$ cat config.mk
export PLATFORM = sky130hd
export DESIGN_NAME = bg_write_scheduler
export DESIGN_NICKNAME = d
export VERILOG_FILES = /design/src/rtl/bg_sched_pkg.sv /design/src/rtl/bg_rr_picker.sv /design/src/rtl/bg_write_scheduler.sv
export SDC_FILE = /design/constraint.sdc
export NUM_CORES = 1
export LEC_CHECK = 0
export CAP_MARGIN = 20
export CORE_AREA = 2 2 100 102
export CTS_BUF_LIST = sky130_fd_sc_hd__clkbuf_4 sky130_fd_sc_hd__clkbuf_8 sky130_fd_sc_hd__clkbuf_16
export DETAILED_ROUTE_END_ITERATION = 6
export DIE_AREA = 0 0 102 104
export DONT_BUFFER_PORTS = 1
export GPL_ROUTABILITY_DRIVEN = 0
export PLACE_DENSITY_LB_ADDON = 0.25
export SLEW_MARGIN = 20
export SYNTH_ARGS = -nofsm -noshare
export SYNTH_HDL_FRONTEND = slang
export SYNTH_HIERARCHICAL = 1
export SYNTH_SLANG_ARGS = --single-unit
$ cat constraint.sdc
create_clock -name clk -period 5.05 [get_ports clk]
set_input_delay 0.505 -clock clk [delete_from_list [all_inputs] [get_ports clk]]
set_output_delay 0.505 -clock clk [all_outputs]
set_load 0.005 [all_outputs]
$ cat src/rtl/bg_sched_pkg.sv
// Shared types and geometry for the background tile RAM write scheduler.
package bg_sched_pkg;

  localparam int TILE_COLS = 40;
  localparam int TILE_ROWS = 30;
  localparam int BG_DEPTH  = TILE_COLS * TILE_ROWS;

  typedef enum logic {
    ARB   = 1'b0,
    CLEAR = 1'b1
  } sched_state_t;

  // Low 9 bits of a tile word; the upper bits are unused by the renderer.
  typedef struct packed {
    logic       enable;
    logic       yflip;
    logic       xflip;
    logic [2:0] row;
    logic [2:0] col;
  } tile_word_t;

endpackage

$ cat src/rtl/bg_rr_picker.sv
// Combinational round-robin picker: first valid client at or above rr_ptr, wrapping mod NREQ.
module bg_rr_picker #(
  parameter int NREQ  = 4,
  parameter int PTR_W = $clog2(NREQ)
) (
  input  logic [NREQ-1:0]  valid,
  input  logic [PTR_W-1:0] rr_ptr,
  output logic [NREQ-1:0]  grant,
  output logic [PTR_W-1:0] idx,
  output logic             any
);

  always_comb begin
    int j;
    grant = '0;
    idx   = '0;
    any   = 1'b0;
    j     = 0;
    for (int k = 0; k < NREQ; k++) begin
      j = int'(rr_ptr) + k;
      if (j >= NREQ) j = j - NREQ;
      if (!any && valid[PTR_W'(j)]) begin
        any                = 1'b1;
        grant[PTR_W'(j)]   = 1'b1;
        idx                = PTR_W'(j);
      end
    end
  end

endmodule

$ cat src/rtl/bg_write_scheduler.sv
// Shares the bg tile RAM write port between NREQ clients and runs a zero-fill clear sweep.
// Optional BG_SCHED_VBLANK_GATE_EN restricts all writes to video_on=0.
module bg_write_scheduler #(
  parameter int                NREQ      = 4,
  parameter int                ADDR_W    = 16,
  parameter int                DATA_W    = 32,
  parameter int                TILE_COLS = 40,
  parameter int                TILE_ROWS = 30,
  parameter logic [DATA_W-1:0] CLEAR_VAL = '0
) (
  input  logic                   clk,
  input  logic                   reset,
  input  logic [NREQ-1:0]        req_valid,
  input  logic [NREQ*ADDR_W-1:0] req_addr,
  input  logic [NREQ*DATA_W-1:0] req_data,
  output logic [NREQ-1:0]        req_ready,
  input  logic                   clear_start,
  output logic                   clear_busy,
  output logic                   clear_done,
  input  logic                   video_on,
  output logic                   addr_err,
  output logic                   bg_wea,
  output logic [ADDR_W-1:0]      bg_ram_addr,
  output logic [DATA_W-1:0]      bg_ram_data
);
  import bg_sched_pkg::*;

  localparam int                DEPTH    = TILE_COLS * TILE_ROWS;
  localparam int                PTR_W    = $clog2(NREQ);
  localparam logic [ADDR_W-1:0] DEPTH_A  = ADDR_W'(DEPTH);
  localparam logic [10:0]       CNT_LAST = 11'(DEPTH - 1);

  sched_state_t      state_q, state_d;
  logic [PTR_W-1:0]  rr_ptr_q, rr_ptr_d;
  logic [10:0]       clr_cnt_q, clr_cnt_d;
  logic              wea_q, wea_d;
  logic [ADDR_W-1:0] addr_q, addr_d;
  logic [DATA_W-1:0] data_q, data_d;
  logic              addr_err_q, addr_err_d;
  logic              busy_q, busy_d;
  logic              done_q, done_d;

  logic [ADDR_W-1:0] addr_arr [NREQ];
  logic [DATA_W-1:0] data_arr [NREQ];
  logic [NREQ-1:0]   pick_grant;
  logic [PTR_W-1:0]  pick_idx;
  logic              pick_any;
  logic              port_open;
  logic              in_range;
  logic              clr_last;

  for (genvar gi = 0; gi < NREQ; gi++) begin : g_unpack
    assign addr_arr[gi] = req_addr[gi*ADDR_W +: ADDR_W];
    assign data_arr[gi] = req_data[gi*DATA_W +: DATA_W];
  end

  bg_rr_picker #(
    .NREQ  (NREQ),
    .PTR_W (PTR_W)
  ) u_picker (
    .valid  (req_valid),
    .rr_ptr (rr_ptr_q),
    .grant  (pick_grant),
    .idx    (pick_idx),
    .any    (pick_any)
  );

`ifdef BG_SCHED_VBLANK_GATE_EN
  assign port_open = !video_on;
`else
  wire unused_video_on = video_on;
  assign port_open = 1'b1;
`endif

  assign in_range = addr_arr[pick_idx] < DEPTH_A;
  assign clr_last = (clr_cnt_q == CNT_LAST);

  always_ff @(posedge clk or posedge reset) begin
    if (reset) begin
      state_q    <= ARB;
      rr_ptr_q   <= '0;
      clr_cnt_q  <= '0;
      wea_q      <= 1'b0;
      addr_q     <= '0;
      data_q     <= '0;
      addr_err_q <= 1'b0;
      busy_q     <= 1'b0;
      done_q     <= 1'b0;
    end else begin
      state_q    <= state_d;
      rr_ptr_q   <= rr_ptr_d;
      clr_cnt_q  <= clr_cnt_d;
      wea_q      <= wea_d;
      addr_q     <= addr_d;
      data_q     <= data_d;
      addr_err_q <= addr_err_d;
      busy_q     <= busy_d;
      done_q     <= done_d;
    end
  end

  // clear_start is accepted even during active video; the sweep itself waits for the port.
  always_comb begin
    state_d = state_q;
    case (state_q)
      ARB:     if (clear_start) state_d = CLEAR;
      CLEAR:   if (port_open && clr_last) state_d = ARB;
      default: state_d = ARB;
    endcase
  end

  always_comb begin
    rr_ptr_d   = rr_ptr_q;
    clr_cnt_d  = clr_cnt_q;
    wea_d      = 1'b0;
    addr_d     = addr_q;
    data_d     = data_q;
    addr_err_d = 1'b0;
    done_d     = 1'b0;
    req_ready  = '0;
    case (state_q)
      ARB: begin
        if (clear_start) begin
          clr_cnt_d = '0;
        end else if (port_open && pick_any) begin
          // Out-of-range requests are consumed but never reach the RAM.
          req_ready  = pick_grant;
          rr_ptr_d   = (pick_idx == PTR_W'(NREQ - 1)) ? '0 : pick_idx + PTR_W'(1);
          addr_d     = addr_arr[pick_idx];
          data_d     = data_arr[pick_idx];
          wea_d      = in_range;
          addr_err_d = !in_range;
        end
      end
      CLEAR: begin
        if (port_open) begin
          wea_d  = 1'b1;
          addr_d = ADDR_W'(clr_cnt_q);
          data_d = CLEAR_VAL;
          if (clr_last) begin
            done_d    = 1'b1;
            clr_cnt_d = '0;
          end else begin
            clr_cnt_d = clr_cnt_q + 11'd1;
          end
        end
      end
      default: ;
    endcase
    busy_d = (state_d == CLEAR);
  end

  assign bg_wea      = wea_q;
  assign bg_ram_addr = addr_q;
  assign bg_ram_data = data_q;
  assign addr_err    = addr_err_q;
  assign clear_busy  = busy_q;
  assign clear_done  = done_q;

endmodule
==> results of run 1 <==
-- power by group --
group | internal, uW | total (uW) | switching (uW)
logic | 702 | 1380 | 680
clock network | 192 | 391 | 199
registers | 608 | 724 | 116
total | 1500 | 2500 | 996
-- layout make-up --
| type | count | area [um2] | area share [%] |
|---|---|---|---|
| multi-input combinational | 322 | 2750 | 57.2 |
| tap | 133 | 166 | 3.46 |
| clock inverter | 4 | 20.0 | 0.416 |
| sequential | 65 | 1630 | 33.8 |
| timing repair buffer | 8 | 60.1 | 1.25 |
| inverter | 5 | 18.8 | 0.390 |
| antenna | 7 | 17.5 | 0.364 |
| clock buffer | 12 | 146 | 3.04 |
-- per-stage QoR --
stage	power [uW]	hold slack, ns	std cells	utilization (%)
finish	2500	0.309	556	50.4
CTS	2520	0.343	549	50.1
detailed placement	2130	0.488	533	48.4
floorplan	1900	0.464	429	-
global route	2690	0.343	550	50.2
global placement	2090	0.481	533	48.4
-- kinds of logic after synthesis --
| logic type | after synthesis |
|---|---|
| compound gates | 83 |
| xor+xnor | 1 |
| fa+ha+maj | 10 |
| buf+inv | 42 |
| flops | 65 |
| mux | 73 |
| simple gates | 155 |
-- how the worst max path moves through the flow --
stage,startpoint,to,slack [ns],cells after the start
after floorplan,rr_ptr_q[0],bg_ram_data[10],1.37,15
after global placement,rr_ptr_q[1],bg_wea,0.89,11
after detailed placement,rr_ptr_q[1],bg_wea,0.73,11
after CTS,rr_ptr_q[1],bg_wea,0.71,11
after global routing,rr_ptr_q[1],bg_wea,0.46,11
final,rr_ptr_q[1],bg_wea,0.77,11
-- cells in the final DEF, fill, tap and decap left out, drive strengths merged, types with 3 or more instances in the layout --
cell type  netlist  final
clkinv           0      4
dfrtp           65     65
a21oi           44     44
and3             7      7
and2             5      5
mux4            52     52
nand3           14     14
nor2            11     11
o21ai           21     21
ha              10     10
inv              5      5
nand2           98     98
clkbuf          23     12
nor2b            6      6
a22o             3      3
a31oi            3      3
buf             14      8
diode            0      7
mux2i           19     19
-- per-layer routing --
metal  vias to the layer above  global-route usage (%)  wire (um)
met5                         -                       0          0
met4                         0                    5.81        172
met3                        11                    8.47       1420
met2                       177                    41.0       6730
met1                      1753                    33.7       5130
li1                       1567                       -          -
-- Yosys cell counts (all sizes together), types with 3 or more instances --
library cell | instances | share of area, %
mux2i | 19 | 4.2
nor2 | 11 | 1.0
nand2 | 98 | 8.1
a21oi | 44 | 4.8
nand3 | 14 | 1.5
buf | 14 | 2.5
clkbuf | 23 | 1.9
a22o | 3 | 0.58
a31oi | 3 | 0.41
and3 | 7 | 0.96
ha | 10 | 2.7
dfrtp | 65 | 36
o21ai | 21 | 2.3
inv | 5 | 0.41
nor2b | 6 | 0.82
and2 | 5 | 0.69
mux4 | 52 | 26
-- sequential cells by signal (all words and copies together) (netlist names) --
signal and count:
addr_err 1, bg_ram_addr 16, bg_ram_data 32, bg_wea 1
clear_busy 1, clear_done 1, clr_cnt_q 11, rr_ptr_q 2
==> results by stage, run 1 <==
Setup path:
- Walking the worst path, the cells encountered are inv_1 > ha_1 > mux4_2 > nor2b_1 > nor2_1 > o31ai_4 > buf_4 > mux4_1 > nor2_1 > nand4b_1 > a41o_1.
- The longest individual stage delay on the worst path is 0.68 ns.
- The endpoint of the worst-slack reg-to-reg timing path is bg_wea.
- The cell count of the worst reg-to-reg path is 11.
- The count of buffering cells on the critical path with inverters included is 2.
- For the worst setup path, the data arrival time is 4.49 ns.
- The slowest stage of the critical path is the sky130_fd_sc_hd__mux4_1 cell.
- The most numerous cell on the critical path is sky130_fd_sc_hd__nor2_1.
- The worst path required time is 5.26 ns.
- The worst setup path is launched from a flop.
- STA classifies the critical path endpoint as a flop.
- The worst register-to-register path begins at rr_ptr_q[1].
- The kind of cell adding the most delay to the critical path is multiplexers.
- The classification of the worst setup path is flop to flop.
- Of all nets on the critical path, the largest fanout is 25.
- Across all register-to-register paths, the minimum setup slack is 0.77 ns.

Yosys:
- After Yosys synthesis, full adders, half adders and majority gates account for 2.74% of the synthesized area.
- The net count of the mapped netlist is 639.
- The share of synthesized cell area in and, or, nand and nor gates is 15.4%.
- The synthesized design contains 65 register bits.
- The distinct cell type count of the synthesized netlist is 43.
- The number of enable-type register cells in the synthesized netlist is 0.
- The sequential share of the synthesized area is 35.6%.
- The area fraction in compound gates after synthesis is 10.3%.
- Synthesis handed over a netlist of 429 instances.
- The mapped netlist covers 0.00456 mm2.
- The mux contribution to synthesized area is 30.9%.
- The combinational family with the most area after synthesis is multiplexers.
- The average instance area after synthesis is 10.6 um2.
- The async set-or-reset flop fraction in the synthesized netlist is 100%.
- The xor and xnor area share after synthesis is 0.192%.
- The primary flip-flop cell chosen by synthesis mapping is sky130_fd_sc_hd__dfrtp_1.
- The total of warnings raised by yosys is 6.

CTS:
- In this run, CTS created clock tree buffers numbering 9.
- In this run the number of H-tree levels came out at 3.
- The number of buffers added for setup after CTS is 0.
- The post-CTS clock slew at the launch and capture registers of the worst setup and hold paths is 0.07 ns.
- The cell at the root of the clock tree is sky130_fd_sc_hd__clkbuf_8.
- The TritonCTS clock tree is built.
- The number of hold buffers added after CTS was 0.
- The source-to-sink clock delay at the later pin of the worst-skew pair is 0.34 ns.
- Counting every sink on the clock net gives 65.
- Counting along the longest clock path gives a buffer depth of 2.
- In this run, post-CTS repair resized a total of 0 instances.

Timing:
- The worst setup margin is 0.770 ns.
- Setup violations remaining at the end of the flow were counted as 0.
- In the finished design, the share of the clock period the worst path needs comes to 84.8%.
- Setup total negative slack on the finished layout was measured at 0 ns.
- The count of final hold-check violations is 0.
- Timing would allow up to 0.234 GHz.
- The setup clock skew after layout is 0.0152 ns.
- The transition time of the tightest slew-check pin is 0.866 ns.
- The post-layout minimum cycle time is 4.28 ns.
- Setup repair after global routing left no endpoint under its margin.
- The number of max-slew violations in the final report is 0.
- In this run the tightest slew margin relative to its limit is 42.3%.

Status:
- The flow ran to the end, and the final reports show no timing, DRC or antenna violations.

Global route:
- The overall overflow remaining after global route is 0.
- The first global-routing pass estimated 20300 um of wire.
- The number of antenna violations at the first check in global routing is 4.
- The total global-route track usage is 25.5%.
- The via count of the first global-routing pass is 3447.
- The maximum number of pins on one net before global-route repair is 69.

Route:
- The detailed router placed 3508 vias in this run.
- The residual antenna-violating net count after detailed routing is 0.
- The first routing iteration left 203 violations.
- The routed length per instance is 24.2 um.
- The pre-antenna-repair detailed-routing pass consisted of 7 iterations.
- The DRC violation count after routing is 0.
- The sum of routed wire length over all layers is 13500 um.
- Dividing the detail-routed via count by the number of cells gives 6.31.

Hold path:
- The worst hold path belongs to the class input pin to async pin.

Cells and area:
- The summed area of non-filler cells in the final layout is 0.00481 mm2.
- For this run, the post-layout net count is 621.
- Of the cells placed in the final design, the portion with a size suffix greater than 1 is 19.2%.
- Relative to the synthesized area, the layout overhead comes to 5.40%.
- After filler insertion, the fill cell instance count of the layout stands at 914.

Floorplan:
- The core region is 0.00955 mm2.
- The height of the chip is 104 um.
- The die covers 0.0106 mm2.
- The floorplan step set the die width to 102 um.
- The total number of placement rows is 36.
- The I/O pin count is 256.
- Once the floorplan was initialized, standard cells occupied 47.8% of the core.

Placed design:
- The instance area after placement is 0.00462 mm2.
- The count of buffers from port buffering is 0.
- The total half-perimeter wirelength after legalization and detailed placement is 10200 um.
- The post-place setup slack is 0.726 ns.

Power and ir drop:
- Power spread over the standard cell area amounts to 519 mW/mm2.
- The worst-case IR drop observed on VDD is 0.254 mV.
- For this design the static power due to leakage is 0.00195 uW.

Job:
- The max-cap violation count is 0.
Note: power is estimated with default switching activity, not from simulation.
==> run 2: changes to the inputs <==
==> constraint.sdc (replaced) <==
create_clock -name clk -period 3.5 [get_ports clk]
set_input_delay 0.35 -clock clk [delete_from_list [all_inputs] [get_ports clk]]
set_output_delay 0.35 -clock clk [all_outputs]
set_load 0.005 [all_outputs]
==> run 2 against run 1 <==
  * Cell count grew 2.0%
  * Maximum frequency is 29% higher
  * Setup slack lost 0.58 ns
  * Register-to-register slack worse by 0.58 ns
  * Total power rose by 58%
  * Clock power increased by 94%
  * Critical path depth stayed put
  * Critical path type unchanged
  * Hold slack got worse by 0.26 ns
  * Largest cell class unchanged
  * Sequential power increased by 42%
==> results by stage, run 2 (synthesis results as in run 1) <==
Floorplan:
- The floorplan step set the die width to 102 um.
- The die is 104 um tall.
- The full die area is 0.0106 mm2.
- The I/O pin count is 256.
- The floorplan has 36 rows.
- The initial cell density of the core is 47.8%.
- The floorplan step defined a core boundary enclosing 0.00955 mm2.

Cells and area:
- The total number of nets in the final design is 636.
- The ratio of cells with drive above 1 in the final layout is 22.7%.
- Summing all multi-input logic gate instances after layout gives 0.00276 mm2.
- The top cell types in the final layout, fill and taps aside, are 98 x sky130_fd_sc_hd__nand2_1, 63 x sky130_fd_sc_hd__dfrtp_1, 45 x sky130_fd_sc_hd__mux4_2.
- Across the whole layout, storage elements account for 0.00163 mm2.
- From synthesis to final layout, the design area changed by 9.65%.
- After filler insertion, the fill cell instance count of the layout stands at 884.
- The number of flip-flops in the largest register is 32.
- The most frequent standard cell in the layout excluding fill and tap cells is sky130_fd_sc_hd__nand2_1.

CTS:
- TritonCTS built the clock tree.
- After clock tree synthesis, the clock-pin slew on the worst setup and hold paths is 0.07 ns.
- The hold-fix buffer count after cts is 0.
- The clock reaches the later pin of the worst-skew pair after 0.35 ns.
- The maximum level of the CTS H-tree is 3.
- The cell at the root of the clock tree is sky130_fd_sc_hd__clkbuf_8.
- The number of clock buffers added by TritonCTS is 9.
- No sink is reached through more buffers than the 2 on the longest clock path.
- The clock net sink count is 65.

Global route:
- Entering global routing, the biggest net connects 69 pins.
- In this run the most used layer during global routing was met2.
- The total global-route track usage is 26.0%.
- The via count of the first global-routing pass came to 3640.
- The global-route met3 utilization is 8.87%.
- The overall overflow remaining after global route is 0.
- The number of antenna violations at the first check in global routing came to 3.
- The first-pass GRT wire length is 20700 um.
- The global routing usage on met1 is 32.2%.
- The met2 track demand over resource in global routing is 41.9%.

Placed design:
- Port buffering added 0 buffers.
- The post-place setup slack is -0.00422 ns.
- The total half-perimeter wirelength after legalization and detailed placement is 10500 um.

Power and ir drop:
- The net switching power is 1460 uW.
- The sequential cell fraction of total power is 26.3%.
- The share of total power in the clock network is 19.3%.
- The worst supply voltage drop on vdd is 0.325 mV.
- The switching share of power is 37.0%.
- Internal power comes to 2480 uW.
- The power density over the cells is 786 mW/mm2.
- The static power due to leakage is 0.00205 uW.
- Of the total power, combinational logic draws 54.4%.

Route:
- The number of vias per cell after detailed routing is 6.40.
- The residual antenna-violating net count after detailed routing is 0.
- The routed length per instance is 23.9 um.
- The first-pass iteration count of the detailed router is 4.
- The DRC violation total after the first TritonRoute iteration is 165.
- The DRC violation count after routing is 0.
- The routed layout has 3630 vias.
- The sum of routed wire length over all layers is 13600 um.

Timing:
- Across the routed clock network, the largest skew measured is 0.00955 ns.
- The final worst-path cycle share is 94.5%.
- The worst setup margin is 0.193 ns.
- Setup repair after global routing left no endpoint under its margin.
- The post-layout minimum cycle time is 3.31 ns.
- The number of max-slew violations in the final report is 0.
- The setup TNS after final layout is 0 ns.
- The count of final hold-check violations is 0.
- The final-report setup violation count is 0.
- For this run, the top clock speed supported by timing is 0.302 GHz.
- At the pin with the least slew margin, the transition time is 0.915 ns.
- The relative slew slack is 38.9%.

Status:
- The flow ran to the end, and the final reports show no timing, DRC or antenna violations.

Setup path:
- The maximum fanout count along the critical path is 6.
- The endpoint type of the worst setup path is a flop.
- The worst path required time is 3.70 ns.
- By startpoint and endpoint, the worst setup path is classified as flop to flop.
- The worst setup path is launched from a flop.
- STA puts the critical path data arrival time at 3.51 ns.

Hold path:
- In this run the worst hold path is classified as input pin to async pin.

Job:
- The max-cap violation count is 0.
[run 2: cell types whose count changed in the layout (fill, tap and decap cells not counted), moves of 2 or more]
cell,before,now
sky130_fd_sc_hd__buf_4,8,21
sky130_fd_sc_hd__diode_2,7,3
sky130_fd_sc_hd__clkinv_2,4,1
sky130_fd_sc_hd__bufinv_16,0,2
sky130_fd_sc_hd__clkbuf_8,9,11
[run 2: per-stage QoR]
step / hold WS (ns) / instance area (um2) / total power [uW] / utilization [%] / std cells
floorplan: 0.464 / 4570 / 2760 / - / 429
global placement: 0.495 / 4700 / 3080 / 49.2 / 542
detailed placement: 0.494 / 4700 / 3120 / 49.2 / 542
CTS: 0.182 / 4950 / 3900 / 51.8 / 559
global route: 0.103 / 5000 / 4200 / 52.4 / 566
finish: 0.0476 / 5000 / 3930 / 52.4 / 567
[run 2: worst max-delay path, stage by stage (launching register included)]
cell	delay [ns]
sky130_fd_sc_hd__dfrtp_2	0.40
sky130_fd_sc_hd__inv_1	0.07
sky130_fd_sc_hd__ha_2	0.38
sky130_fd_sc_hd__mux4_2	0.37
sky130_fd_sc_hd__nor2b_2	0.18
sky130_fd_sc_hd__o21ai_1	0.11
sky130_fd_sc_hd__o31ai_4	0.08
sky130_fd_sc_hd__buf_4	0.19
sky130_fd_sc_hd__mux4_1	0.59
sky130_fd_sc_hd__or4_1	0.51
sky130_fd_sc_hd__nor2_2	0.17
sky130_fd_sc_hd__a311oi_1	0.11
[run 2: power groups by stage]
stage / sequential, uW / clock [uW] / combinational, uW
final: 1030 / 759 / 2140
after global placement: 1050 / 0 / 2030
after CTS: 1030 / 773 / 2100
after floorplan: 991 / 0 / 1770
after global routing: 1060 / 804 / 2340
after detailed placement: 1050 / 0 / 2080
[run 2: repair_timing]
item,in CTS,in global routing
buffers inserted,1,5
pin swaps,0,1
gates cloned,0,0
endpoints found under the setup margin,1,2
resized for setup,1,3
[run 2: layer usage]
layer / wire length (um) / vias to the layer above
met5: 17 / -
met4: 293 / 2
met3: 1270 / 21
met2: 6900 / 167
met1: 5080 / 1847
li1: - / 1593
[run 2: layout make-up]
type	count	area share, %
antenna	3	0.150
clock buffer	14	3.48
clock inverter	2	1.20
inverter	5	0.400
multi-input combinational	322	55.1
sequential	65	32.6
tap	133	3.33
timing repair buffer	23	3.78
[run 2: final timing paths]
check | start | to | slack [ns] | cells past startpoint
worst min-delay path | reset | bg_ram_addr[12] | 0.05 | 1
min in group clk | clear_start | clear_busy | 0.33 | 2
max in group asynchronous | reset | bg_ram_addr[3] | 2.70 | 2
worst max register to register | rr_ptr_q[0] | addr_err | 0.19 | 11
worst min register to register | clr_cnt_q[10] | clr_cnt_q[10] | 0.51 | 1
worst max-delay path | rr_ptr_q[0] | addr_err | 0.19 | 11
==> run 3: changes to the inputs <==
--- a/config.mk
+++ b/config.mk
@@ -5,11 +5,12 @@
 export SDC_FILE = /design/constraint.sdc
 export NUM_CORES = 1
 export LEC_CHECK = 0
+export ABC_AREA = 0
 export CAP_MARGIN = 20
-export CORE_AREA = 2 2 100 102
+export CORE_AREA = 2 2 110 112
 export CTS_BUF_LIST = sky130_fd_sc_hd__clkbuf_4 sky130_fd_sc_hd__clkbuf_8 sky130_fd_sc_hd__clkbuf_16
 export DETAILED_ROUTE_END_ITERATION = 6
-export DIE_AREA = 0 0 102 104
+export DIE_AREA = 0 0 112 114
 export DONT_BUFFER_PORTS = 1
 export GPL_ROUTABILITY_DRIVEN = 0
 export PLACE_DENSITY_LB_ADDON = 0.25
==> run 3 against run 2 <==
  * Clock power increased by 4.6%
  * Non-clock buffer count down 1
  * Design area rose by 1.1%
  * Sequential power is essentially flat
  * Sequential share of layout area fell by 0.35 points
  * Die area rose by 20%
  * Flip-flop and latch count unchanged
  * Utilization fell by 9.2 points
  * Setup slack better by 0.0048 ns
  * Hold slack improved by 0.080 ns
  * Total power rose by 1.6%
  * Critical endpoint unchanged
  * Largest cell class unchanged
==> results by stage, run 3 (synthesis results as in run 1) <==
Setup path:
- The startpoint identified for the worst register-to-register timing path is rr_ptr_q[0].
- The maximum fanout count along the critical path is 4.
- The cell count of the worst reg-to-reg path is 11.
- By instance count, the cell type seen most on the critical path is sky130_fd_sc_hd__mux4_2.
- The critical path ends at addr_err.
- The slack of the worst reg-to-reg path is 0.20 ns.
- The worst setup path is launched from a flop.
- In this run the critical register-to-register path is captured at addr_err.
- STA puts the critical path data required time at 3.67 ns.
- STA classifies the critical path endpoint as a flop.
- The longest individual stage delay on the worst path is 0.56 ns.
- The slowest stage of the critical path is the sky130_fd_sc_hd__or4_1 cell.
- The worst setup path startpoint is rr_ptr_q[0].
- The worst setup path is of the flop to flop kind.
- The signal on the critical path passes through inv_1 > ha_1 > mux4_2 > nor2b_1 > nor2_1 > o31ai_4 > buf_4 > mux4_2 > or4_1 > nor2_2 > a311oi_1.
- The data arrival time at the worst-slack endpoint is 3.47 ns.

Route:
- Dividing the detail-routed wire length by the instance count gives 23.8 um.
- After detailed routing, the total wire length is 13800 um.
- Once detail routing completed, the nets flagged for antenna violations numbered 0.
- The DRC violation total after the first TritonRoute iteration is 304.
- In the routed layout, each cell is associated on average with a via count of 6.08.
- The routed design uses 1180 um of met3 wire.
- After detailed routing, no signal wire sits above met4.
- The DRC violation count after routing is 0.
- The routed layout has 3524 vias.
- Before antenna repair, the detailed router went through 4 iterations.
- In the final routing, the length of wire on met1 measures 5490 um.
- The met2 wire length is 6870 um.

Global route:
- The total global-route track usage is 21.4%.
- The number of antenna violations at the first check in global routing is 2.
- The first global-routing pass estimated 21000 um of wire.
- For this run the aggregate overflow at the end of global routing stands at 0.
- Entering global routing, the biggest net connects 69 pins.
- The via count of the first global-routing pass is 3618.

CTS:
- TritonCTS built the clock tree.
- The later pin in the worst-skew pair is clocked with a latency of 0.32 ns.
- The worst-case clock buffer depth is 2.
- Buffers inserted during clock tree synthesis total 9.
- The cell at the root of the clock tree is sky130_fd_sc_hd__clkbuf_16.
- The H-tree generated during clock tree synthesis spans 3 levels.
- Clock-pin slew was measured on the worst setup and hold paths at 0.05 ns.
- The clock net in this run drives a total of 65 sinks.

Timing:
- The final worst-path cycle share is 94.3%.
- Across the routed clock network, the largest skew measured is 0.00872 ns.
- The final-report setup violation count is 0.
- The number of max-slew violations in the final report is 0.
- The relative slew slack is 36.5%.
- The count of final hold-check violations is 0.
- The achievable frequency is 0.303 GHz.
- The post-layout minimum cycle time is 3.30 ns.
- The smallest hold slack is 0.128 ns.
- Setup repair after global routing left no endpoint under its margin.
- The setup TNS after final layout is 0 ns.
- At the pin with the least slew margin, the transition time is 0.951 ns.

Floorplan:
- The total number of placement rows is 40.
- The height of the chip is 114 um.
- The I/O pin count is 256.
- After floorplanning, the core was sized to cover 0.0117 mm2.
- The die is 112 um wide.
- The initial cell density of the core is 39.0%.
- The die covers 0.0128 mm2.

Cells and area:
- The register area is 0.00163 mm2.
- For this run, the post-layout net count is 635.
- Leaving out fill and tap cells, the most frequent cell in the layout is sky130_fd_sc_hd__nand2_1.
- The summed area of non-filler cells in the final layout is 0.00506 mm2.
- The library cells used most frequently in the layout, excluding fill and tap cells, are 98 x sky130_fd_sc_hd__nand2_1, 63 x sky130_fd_sc_hd__dfrtp_1, 47 x sky130_fd_sc_hd__mux4_2.
- The area taken by multi-input logic gates is 0.00275 mm2.
- The filler cell count in the final layout is 1150.
- The area added between synthesis and finish is 10.8%.
- The register with the most flip-flops in the layout has 32 of them.
- The post-route netlist has 22.6% of its cells at a drive strength greater than 1.

Job:
- The max-cap violation count is 0.

Power and ir drop:
- Cell internal power was estimated by the tool at 2500 uW.
- The power density over the cells is 791 mW/mm2.
- The share of total power in the clock network is 19.8%.
- The combinational share of power is 54.5%.
- Of the total power, registers draw 25.6%.
- Net switching is 37.5% of the power.
- The power after layout is 4000 uW.
- The worst-case IR drop observed on VDD is 0.420 mV.
- The static power due to leakage is 0.00206 uW.
- In this run the power spent charging and discharging nets is 1500 uW.

Placed design:
- The total half-perimeter wirelength after legalization and detailed placement is 10500 um.
- The count of buffers from port buffering is 0.
- The instance area after placement is 0.00476 mm2.

Status:
- The run finished with clean final reports.

Hold path:
- The min-delay analysis places its worst path in the category input pin to async pin.
[run 3: power groups by stage]
stage	sequential [uW]	clock [uW]	combinational [uW]
2_1_floorplan	991	0	1770
4_1_cts	1030	823	2160
3_3_place_gp	1040	0	2100
5_1_grt	1050	853	2390
6_report	1030	794	2180
3_5_place_dp	1040	0	2160
[run 3: critical path, delay by kind of cell (launching register included)]
family | cells | cell delay (ns)
buffers and inverters | 2 | 0.29
multiplexers | 2 | 0.80
AO/OA/AOI/OAI | 2 | 0.39
flip-flops | 1 | 0.39
AND/OR/NAND/NOR | 4 | 0.97
adder cells (fa/ha/maj) | 1 | 0.31
[run 3: worst min path at each step]
stage	slack, ns	end	start
after floorplan	0.46	clr_cnt_q[10]	clr_cnt_q[10]
after global placement	0.48	clr_cnt_q[10]	clr_cnt_q[10]
after detailed placement	0.49	clr_cnt_q[10]	clr_cnt_q[10]
after CTS	0.15	bg_ram_data[29]	reset
after global routing	0.19	bg_ram_data[8]	reset
final	0.13	bg_ram_data[11]	reset
[run 3: per-stage QoR]
step	instances	setup slack [ns]	util, %
after floorplan	429	0.0365	-
after global placement	558	0.203	40.6
after detailed placement	558	0.138	40.6
after CTS	573	0.135	42.9
after global routing	578	0.0346	43.1
final	580	0.198	43.2
[run 3: per-layer routing]
| metal | vias to the layer above | GRT usage [%] |
|---|---|---|
| li1 | 1592 | - |
| met1 | 1759 | 28.4 |
| met2 | 156 | 34.4 |
| met3 | 17 | 6.06 |
| met4 | 0 | 6.99 |
| met5 | - | 0 |
[run 3: area by class of cell]
type	count	area share, %
clock buffers	9	4.45
well taps	147	3.64
clock inverters	6	0.717
inverters	5	0.371
repair buffers	22	4.08
multi-input cells	322	54.3
diodes	4	0.198
flip-flops and latches	65	32.2
[run 3: repair_timing]
action	4_1_cts	5_1_grt
buffers inserted	0	3
setup endpoints to repair	0	2
hold buffers	0	0
gates resized for setup	0	5
